$ cat src/rtl/counter_seq_ctrl.sv
// counter_seq_ctrl
//   Sequencing controller for an 8-bit style count datapath. A host programs a
//   terminal value (period) and a mode (one-shot / auto-reload), pulses start,
//   and the block steps the count on every count_en cycle while running. On
//   terminal count it raises a one-cycle tc_pulse and a sticky irq. A second
//   terminal count while irq is still pending sets the sticky ovf flag.
//
// Ports
//   clk          system clock, all state changes on the rising edge
//   reset        synchronous, active-high reset
//   start        request: capture period/auto_reload and arm (IDLE/DONE only)
//   stop         request: abort and return to IDLE
//   period       terminal count value, sampled when start is accepted
//   auto_reload  1 = periodic, 0 = one-shot, sampled with period
//   count_en     advance enable, only honoured in RUN
//   irq_ack      clears irq and ovf
//   count        current count value
//   busy         high in ARM and RUN
//   tc_pulse     one-cycle pulse the cycle after terminal count
//   irq          sticky terminal-count interrupt
//   ovf          sticky: terminal count while irq already pending
//   state_o      IDLE=0, ARM=1, RUN=2, DONE=3
module counter_seq_ctrl #(
  parameter int WIDTH = 8
) (
  input  logic             clk,
  input  logic             reset,
  input  logic             start,
  input  logic             stop,
  input  logic [WIDTH-1:0] period,
  input  logic             auto_reload,
  input  logic             count_en,
  input  logic             irq_ack,
  output logic [WIDTH-1:0] count,
  output logic             busy,
  output logic             tc_pulse,
  output logic             irq,
  output logic             ovf,
  output logic [1:0]       state_o
);

  typedef enum logic [1:0] {
    IDLE = 2'd0,
    ARM  = 2'd1,
    RUN  = 2'd2,
    DONE = 2'd3
  } state_e;

  state_e           state_q, state_d;
  logic [WIDTH-1:0] count_q, count_d;
  logic [WIDTH-1:0] period_q, period_d;
  logic             mode_q, mode_d;
  logic             tc_q, tc_d;
  logic             irq_q, irq_d;
  logic             ovf_q, ovf_d;

  // Terminal count event; stop has priority and suppresses it entirely.
  logic tc_hit;
  assign tc_hit = (state_q == RUN) && !stop && count_en && (count_q == period_q);

  // State register
  always_ff @(posedge clk) begin
    // NOTE: sequential state uses non-blocking assignments so every register
    // samples the pre-edge values regardless of statement order.
    if (reset) begin
      state_q  <= IDLE;
      count_q  <= '0;
      period_q <= '0;
      mode_q   <= 1'b0;
      tc_q     <= 1'b0;
      irq_q    <= 1'b0;
      ovf_q    <= 1'b0;
    end else begin
      state_q  <= state_d;
      count_q  <= count_d;
      period_q <= period_d;
      mode_q   <= mode_d;
      tc_q     <= tc_d;
      irq_q    <= irq_d;
      ovf_q    <= ovf_d;
    end
  end

  // Next-state logic
  always_comb begin
    // NOTE: default assignment first so no path through the case leaves
    // state_d unassigned, which would otherwise infer a latch.
    state_d = state_q;
    unique case (state_q)
      IDLE: if (start) state_d = ARM;
      ARM:  state_d = stop ? IDLE : RUN;
      RUN: begin
        if (stop)                 state_d = IDLE;
        else if (tc_hit && !mode_q) state_d = DONE;
      end
      DONE: begin
        // start wins over stop when both are requested.
        if (start)     state_d = ARM;
        else if (stop) state_d = IDLE;
      end
      default: state_d = IDLE;
    endcase
  end

  // Datapath / output next-value logic
  always_comb begin
    count_d  = count_q;
    period_d = period_q;
    mode_d   = mode_q;
    tc_d     = tc_hit;

    // Setting irq beats a simultaneous ack; overflow only counts when the
    // pending irq is not being acknowledged in the same cycle.
    irq_d = tc_hit ? 1'b1 : (irq_ack ? 1'b0 : irq_q);
    if (tc_hit && irq_q && !irq_ack) ovf_d = 1'b1;
    else if (irq_ack)                ovf_d = 1'b0;
    else                             ovf_d = ovf_q;

    unique case (state_q)
      IDLE, DONE: begin
        if (start) begin
          period_d = period;
          mode_d   = auto_reload;
          count_d  = '0;
        end else if (stop) begin
          count_d  = '0;
        end
      end
      ARM: count_d = '0;
      RUN: begin
        if (stop)          count_d = '0;
        else if (tc_hit)   count_d = mode_q ? '0 : count_q;
        else if (count_en) count_d = count_q + 1'b1;
      end
      default: count_d = '0;
    endcase
  end

  assign count    = count_q;
  assign busy     = (state_q == ARM) || (state_q == RUN);
  assign tc_pulse = tc_q;
  assign irq      = irq_q;
  assign ovf      = ovf_q;
  assign state_o  = state_q;

endmodule

$ cat config.mk
export PLATFORM = sky130hd
export DESIGN_NAME = counter_seq_ctrl
export DESIGN_NICKNAME = d
export VERILOG_FILES = /design/src/rtl/counter_seq_ctrl.sv
export SDC_FILE = /design/constraint.sdc
export NUM_CORES = 1
export LEC_CHECK = 0
export BUFFER_PORTS_ARGS = -buffer_cell sky130_fd_sc_hd__clkbuf_2
export CAP_MARGIN = 20
export CORE_ASPECT_RATIO = 0.75
export CORE_UTILIZATION = 35
export DETAILED_ROUTE_END_ITERATION = 10
export MAX_ROUTING_LAYER = met4
export SYNTH_ARGS = -nofsm -noshare
export SYNTH_HDL_FRONTEND = slang
export SYNTH_SLANG_ARGS = --single-unit
$ cat constraint.sdc
create_clock -name clk -period 5.2 [get_ports clk]
set_clock_uncertainty 0.15 [all_clocks]
set_input_delay 0.52 -clock clk [delete_from_list [all_inputs] [get_ports clk]]
set_output_delay 0.52 -clock clk [all_outputs]
set_load 0.01 [all_outputs]
## Word-level counts from Yosys, hierarchy flattened

Index checks and enable logic that the tools add are counted.

| operators by class | value |
|---|---|
| reduce and logical (&&, ||, !) cells | 17 |
| multiplexer cells | 17 |
| add/subtract/negate cells | 1 |
| equality and inequality tests | 10 |

Operators with widths:

| kind | count |
|---|---|
| $mux 8 | 6 |
| $pmux 8 s3 | 1 |
| $mux 2 | 6 |
| $add 8x1->8 const B | 1 |
| $eq 8x8->1 | 1 |
| $ne 4x4->1 const B | 2 |
| $pmux 2 s4 | 1 |
| $logic_and 1x1->1 | 6 |
| $ne 3x3->1 const B | 2 |
| $reduce_and 3->1 | 2 |
| $eq 2x2->1 const B | 2 |
| $reduce_bool 2->1 | 2 |
| $logic_not 1->1 | 3 |
| $mux 1 | 3 |
| $ne 3x2->1 const B | 1 |
| $eq 2x1->1 const B | 1 |
| $logic_not 2->1 | 1 |
| $ne 2x2->1 const B | 1 |
| $reduce_and 2->1 | 1 |
| $reduce_or 2->1 | 1 |
| $logic_or 1x1->1 | 1 |

| word-level totals | value |
|---|---|
| logic and storage cells | 52 |
| bits of input ports | 15 |
| register bits | 22 |
| output and inout port bits | 14 |

## Logic depth before layout (Yosys ltp)

| logic depth | value |
|---|---|
| word-level depth | 8 |
| gate-level depth with buffers | 7 |
| mapped depth without buffers | 7 |

## Worst setup path before layout

No wires, ideal clock.

| timing | value |
|---|---|
| path type | flip-flop to flip-flop |
| start point | reg state_q[0] (netlist: state_o[0]) |
| end point | reg count_q[0] (netlist: count[0]) |
| data arrival time | 1.878 ns |
| stages on the path, launching flop included | 8 |
| period minus slack after synthesis | 2.086 ns |
| buffers on the path | 0 |
| path slack | 3.114 ns |
| data required time | 4.992 ns |
| setup time | 0.058 ns |
| path through | dfxtp_1 -> inv_1 -> ha_1 -> nand3b_1 -> or4b_4 -> nor4_4 -> or2_4 -> mux2_1 |

| on the way | value |
|---|---|
| cells in the longest elaborated chain, start to end | 7 |
| elaborated cells between the ends (all ways) | 15 |
| those cells by class | eq/ne: 6; mux: 3; reduce/logical: 6 |

Ends and longest elaborated chain:

| item | line | RTL |
|---|---|---|
| from (decl) | 49 | `state_e state_q, state_d;` |
| from (signal assigned) | 74 | `state_q <= state_d;` |
| $eq 2x2->1 | 59, 119 |  |
| $logic_and 1x1->1 (3 in series) | 59 | `assign tc_hit = (state_q == RUN) && !stop && count_en && (count_q == period_q);` |
| $mux 8 | 132 | `else if (tc_hit) count_d = mode_q ? '0 : count_q;` |
| $mux 8 | 131 | `if (stop) count_d = '0;` |
| $pmux 8 s3 | 119 | `unique case (state_q)` |
| to (signal assigned) | 75 | `count_q <= count_d;` |
| to (decl) | 50 | `logic [WIDTH-1:0] count_q, count_d;` |

Parallel ways exist; a longest one is shown, timed or not.
A chain may end at the register's enable or synchronous reset.

## Worst setup path after layout

| timing | value |
|---|---|
| start point | reg state_q[0] (netlist: state_o[0]) |
| end point | reg count_q[4] (netlist: count[4]) |

The elaborated chain is that of the path after synthesis.

==> impl_metrics.xml <==
<?xml version="1.0" encoding="UTF-8"?>
<metrics>
  <group name="synthesis">
    <metric name="synth.largest_area_cell" unit="">sky130_fd_sc_hd__dfxtp_1</metric>
    <metric name="synth-seq-area-share" unit="%">36.94</metric>
    <metric name="ys_types" unit="">38</metric>
    <metric name="yosysMostFrequentCell" unit="">sky130_fd_sc_hd__nand2_1</metric>
    <metric name="synth_warnings" unit="">0</metric>
    <metric name="synth.ff_latch_count" unit="">22</metric>
    <metric name="synthesis.area_per_instance" unit="um2">8.338</metric>
    <metric name="synth_top_cell_area_share" unit="%">36.94</metric>
    <metric name="synth-async-reset-ratio" unit="%">0</metric>
    <metric name="synth_nets" unit="">163</metric>
    <metric name="ys_dominant_reg_cell" unit="">sky130_fd_sc_hd__dfxtp_1</metric>
    <metric name="post_synth_most_frequent_cells" unit="">sky130_fd_sc_hd__nand2_1, sky130_fd_sc_hd__dfxtp_1, sky130_fd_sc_hd__a21oi_1</metric>
    <metric name="synth_edf_count" unit="">0</metric>
    <metric name="synthesis.area" unit="um2">1192</metric>
    <metric name="postSynthCellCount" unit="">143</metric>
    <metric name="synth_area_leaders" unit="">sky130_fd_sc_hd__dfxtp_1, sky130_fd_sc_hd__nand2_1, sky130_fd_sc_hd__ha_1, sky130_fd_sc_hd__a21oi_1, sky130_fd_sc_hd__nor4_1</metric>
  </group>
  <group name="grt">
    <metric name="largest_net_degree_at_the_start_of_global_routing" unit="">17</metric>
    <metric name="grt_usage" unit="%">16.78</metric>
    <metric name="grt_pass1_vias" unit="">929</metric>
    <metric name="residual_overflow_from_global_routing" unit="">0</metric>
    <metric name="first_pass_grt_wire_length" unit="um">4519</metric>
    <metric name="initial_antenna_violation_count" unit="">0</metric>
  </group>
  <group name="status">
    <metric name="run_status" unit="">completed</metric>
  </group>
  <group name="timing">
    <metric name="time_the_worst_path_needs_with_i_o_delays_and_setup" unit="ps">2344</metric>
    <metric name="grt_setup_unrepaired" unit="">false</metric>
    <metric name="fmax" unit="MHz">426.6</metric>
    <metric name="finalSetupViolCount" unit="">0</metric>
    <metric name="slew_viol_final" unit="">0</metric>
    <metric name="worst_hold_slack" unit="ps">256.4</metric>
    <metric name="finalHoldViolations" unit="">0</metric>
    <metric name="worst_slew_pin_slew" unit="ps">622.7</metric>
    <metric name="slew_headroom" unit="%">58.49</metric>
    <metric name="finalSetupTns" unit="ps">0</metric>
    <metric name="min_period_over_period" unit="%">45.08</metric>
  </group>
  <group name="pwr">
    <metric name="power.density_cell_area" unit="nW/um2">277.9</metric>
    <metric name="p_leak" unit="uW">0.0006567</metric>
    <metric name="vdd.ir_drop.worst" unit="mV">0.1643</metric>
  </group>
  <group name="critical_path">
    <metric name="critPathCaptureType" unit="">register</metric>
    <metric name="timing_worst_setup_path_type" unit="">reg2reg</metric>
    <metric name="startpoint_type" unit="">register</metric>
    <metric name="crit-reg2reg-launch" unit="">state_o[0]</metric>
    <metric name="cp_cell_sequence" unit="">inv_1 -&gt; ha_1 -&gt; nand3b_1 -&gt; nor4b_2 -&gt; a31oi_1 -&gt; and3_1 -&gt; a211o_1</metric>
    <metric name="crit-reg2reg-capture" unit="">count[4]</metric>
    <metric name="crit_path_max_fanout" unit="">7</metric>
    <metric name="critical_path.max_stage_delay" unit="ps">400</metric>
    <metric name="cp.required" unit="ps">5230</metric>
    <metric name="ff2ff_setup_slack" unit="ps">2860</metric>
    <metric name="cp_data_arrival_time" unit="ps">2370</metric>
    <metric name="worstRegToRegCells" unit="">7</metric>
    <metric name="timing.critical_path.slowest_stage_cell" unit="">sky130_fd_sc_hd__nor4b_2</metric>
  </group>
  <group name="cells_and_area">
    <metric name="final_nets" unit="">193</metric>
    <metric name="final_layout_size_suffix_gt1_share" unit="%">22.09</metric>
    <metric name="insertedDiodeCount" unit="">0</metric>
    <metric name="syn_to_final_growth" unit="%">20.78</metric>
  </group>
  <group name="detailed_routing">
    <metric name="routed_wire_length_per_instance" unit="um">13.46</metric>
    <metric name="routed_wl" unit="um">2827</metric>
    <metric name="drt.antenna.violating_nets" unit="">0</metric>
    <metric name="detailroute.via_count" unit="">1132</metric>
    <metric name="initial_drt_pass_iterations" unit="">4</metric>
    <metric name="vias_per_inst" unit="">5.390</metric>
    <metric name="detailedRoute.firstIterationViolations" unit="">99</metric>
    <metric name="detail_route.drc_violations" unit="">0</metric>
  </group>
  <group name="floorplanning">
    <metric name="row_count" unit="">17</metric>
    <metric name="die_area" unit="um2">3647</metric>
    <metric name="placeableCoreArea" unit="um2">3084</metric>
    <metric name="fp.dieH" unit="um">52.55</metric>
    <metric name="ios" unit="">29</metric>
    <metric name="die_w" unit="um">69.40</metric>
    <metric name="initial_utilization" unit="%">38.66</metric>
  </group>
  <group name="clock_tree">
    <metric name="cts-hold-fix-buffers" unit="">0</metric>
    <metric name="post-cts-setup-buffers" unit="">0</metric>
    <metric name="cts_max_path_buffers" unit="">2</metric>
    <metric name="cts_inserted_buffers" unit="">3</metric>
    <metric name="tritoncts" unit="">built</metric>
    <metric name="clkLatencyLatePin" unit="ps">280</metric>
    <metric name="clock-root-buffer" unit="">sky130_fd_sc_hd__clkbuf_8</metric>
    <metric name="cts_max_level" unit="">1</metric>
    <metric name="clock_sink_count" unit="">22</metric>
    <metric name="cts.clk_slew.worst_paths" unit="ps">100</metric>
    <metric name="cts.repair.resized" unit="">0</metric>
  </group>
  <group name="hold_path">
    <metric name="worst_hold_path.endpoint" unit="">ovf</metric>
    <metric name="holdCritPathClass" unit="">in2reg</metric>
    <metric name="hold_path_depth" unit="">2</metric>
    <metric name="worstHoldStart" unit="">irq_ack</metric>
  </group>
  <group name="placed_design">
    <metric name="place_congestion" unit="">0.8703</metric>
    <metric name="hpwlAfterDp" unit="um">2150</metric>
    <metric name="buffer_ports.inserted" unit="">28</metric>
  </group>
  <group name="flow_run">
    <metric name="maxCapViolations" unit="">0</metric>
  </group>
</metrics>
-- cells by family (layout without fill, tap and decap cells) --
kind of cell / count (synthesis) / after routing / synth area share, %
xor gates and xnor gates: 8 / 8 / 5.876
muxes: 1 / 1 / 0.9443
buffers and inverters: 8 / 37 / 2.518
DFF: 22 / 22 / 36.94
and+or+nand+nor: 66 / 66 / 30.12
AOI/OAI and AO/OA: 33 / 33 / 18.36
adders and majority gates: 5 / 5 / 5.247
-- worst max-delay path by stage --
stage               startpoint  endpoint  slack (ps)
floorplan           state_o[0]  count[0]        3110
global placement          stop  count[4]        2980
detailed placement  state_o[0]  count[4]        2920
CTS                 state_o[0]  count[4]        2890
global route        state_o[0]  count[4]        2730
finish              state_o[0]  count[4]        2860
-- flip-flops by register name (all words and copies together), names as in the netlist --
register,flops
ovf,1
period_q,8
tc_pulse,1
count,8
state_o,2
irq,1
mode_q,1
-- cells in the final DEF, fill, tap and decap left out, types with 4 or more instances in the layout --
| cell type | instances |
|---|---|
| sky130_fd_sc_hd__clkbuf_2 | 28 |
| sky130_fd_sc_hd__nand2_1 | 24 |
| sky130_fd_sc_hd__dfxtp_1 | 22 |
| sky130_fd_sc_hd__a21oi_1 | 11 |
| sky130_fd_sc_hd__nor2_1 | 9 |
| sky130_fd_sc_hd__nor4_1 | 8 |
| sky130_fd_sc_hd__inv_1 | 5 |
| sky130_fd_sc_hd__xor2_1 | 5 |
| sky130_fd_sc_hd__ha_1 | 5 |
| sky130_fd_sc_hd__and3_1 | 4 |
| sky130_fd_sc_hd__a211o_1 | 4 |
| sky130_fd_sc_hd__o21ai_0 | 4 |
-- where the power goes --
part | internal (uW) | switching, uW | leakage (uW) | total, uW
clock | 103 | 64.0 | 0.0000357 | 167
combinational | 20.5 | 32.7 | 0.000442 | 53.1
sequential | 175 | 5.28 | 0.000179 | 180
-- worst max-delay path: cells and delay by family (launching register included) --
family	cells	cell delay (ps)
AOI/OAI and AO/OA	2	510
buffers and inverters	1	100
adders and majority gates	1	280
and+or+nand+nor	3	830
DFF	1	370
-- cell type report --
class / count / area, um2
inverter: 5 / 18.77
clock buffer: 3 / 41.29
sequential: 22 / 440.4
fill: 305 / 1644
multi-input combinational: 113 / 721.9
timing repair buffer: 28 / 140.1
tap: 38 / 47.55
clock inverter: 1 / 30.03
-- metal layers --
| layer | routed length, um | GRT usage [%] | up-vias | part of all wire (%) |
|---|---|---|---|---|
| met1 | 1476 | 23.36 | 498 | 52 |
| met3 | 175 | 4.808 | 13 | 6.2 |
| li1 | - | - | 581 | - |
| met5 | 0 | - | - | 0 |
| met4 | 84 | 8.844 | 0 | 3.0 |
| met2 | 1091 | 21.52 | 40 | 39 |
-- per-stage QoR --
stage          std cells  power (uW)  util (%)  worst slack, ps  instance area [um2]
2_1_floorplan        143       218.8         -             3114                 1192
3_3_place_gp         206       235.0     44.38             2981                 1369
3_5_place_dp         206       236.6     44.38             2920                 1369
4_1_cts              210       400.2     46.69             2893                 1440
5_1_grt              210       415.9     46.69             2725                 1440
6_report             210       400.2     46.69             2856                 1440
Power figures use the tool's default switching activity.
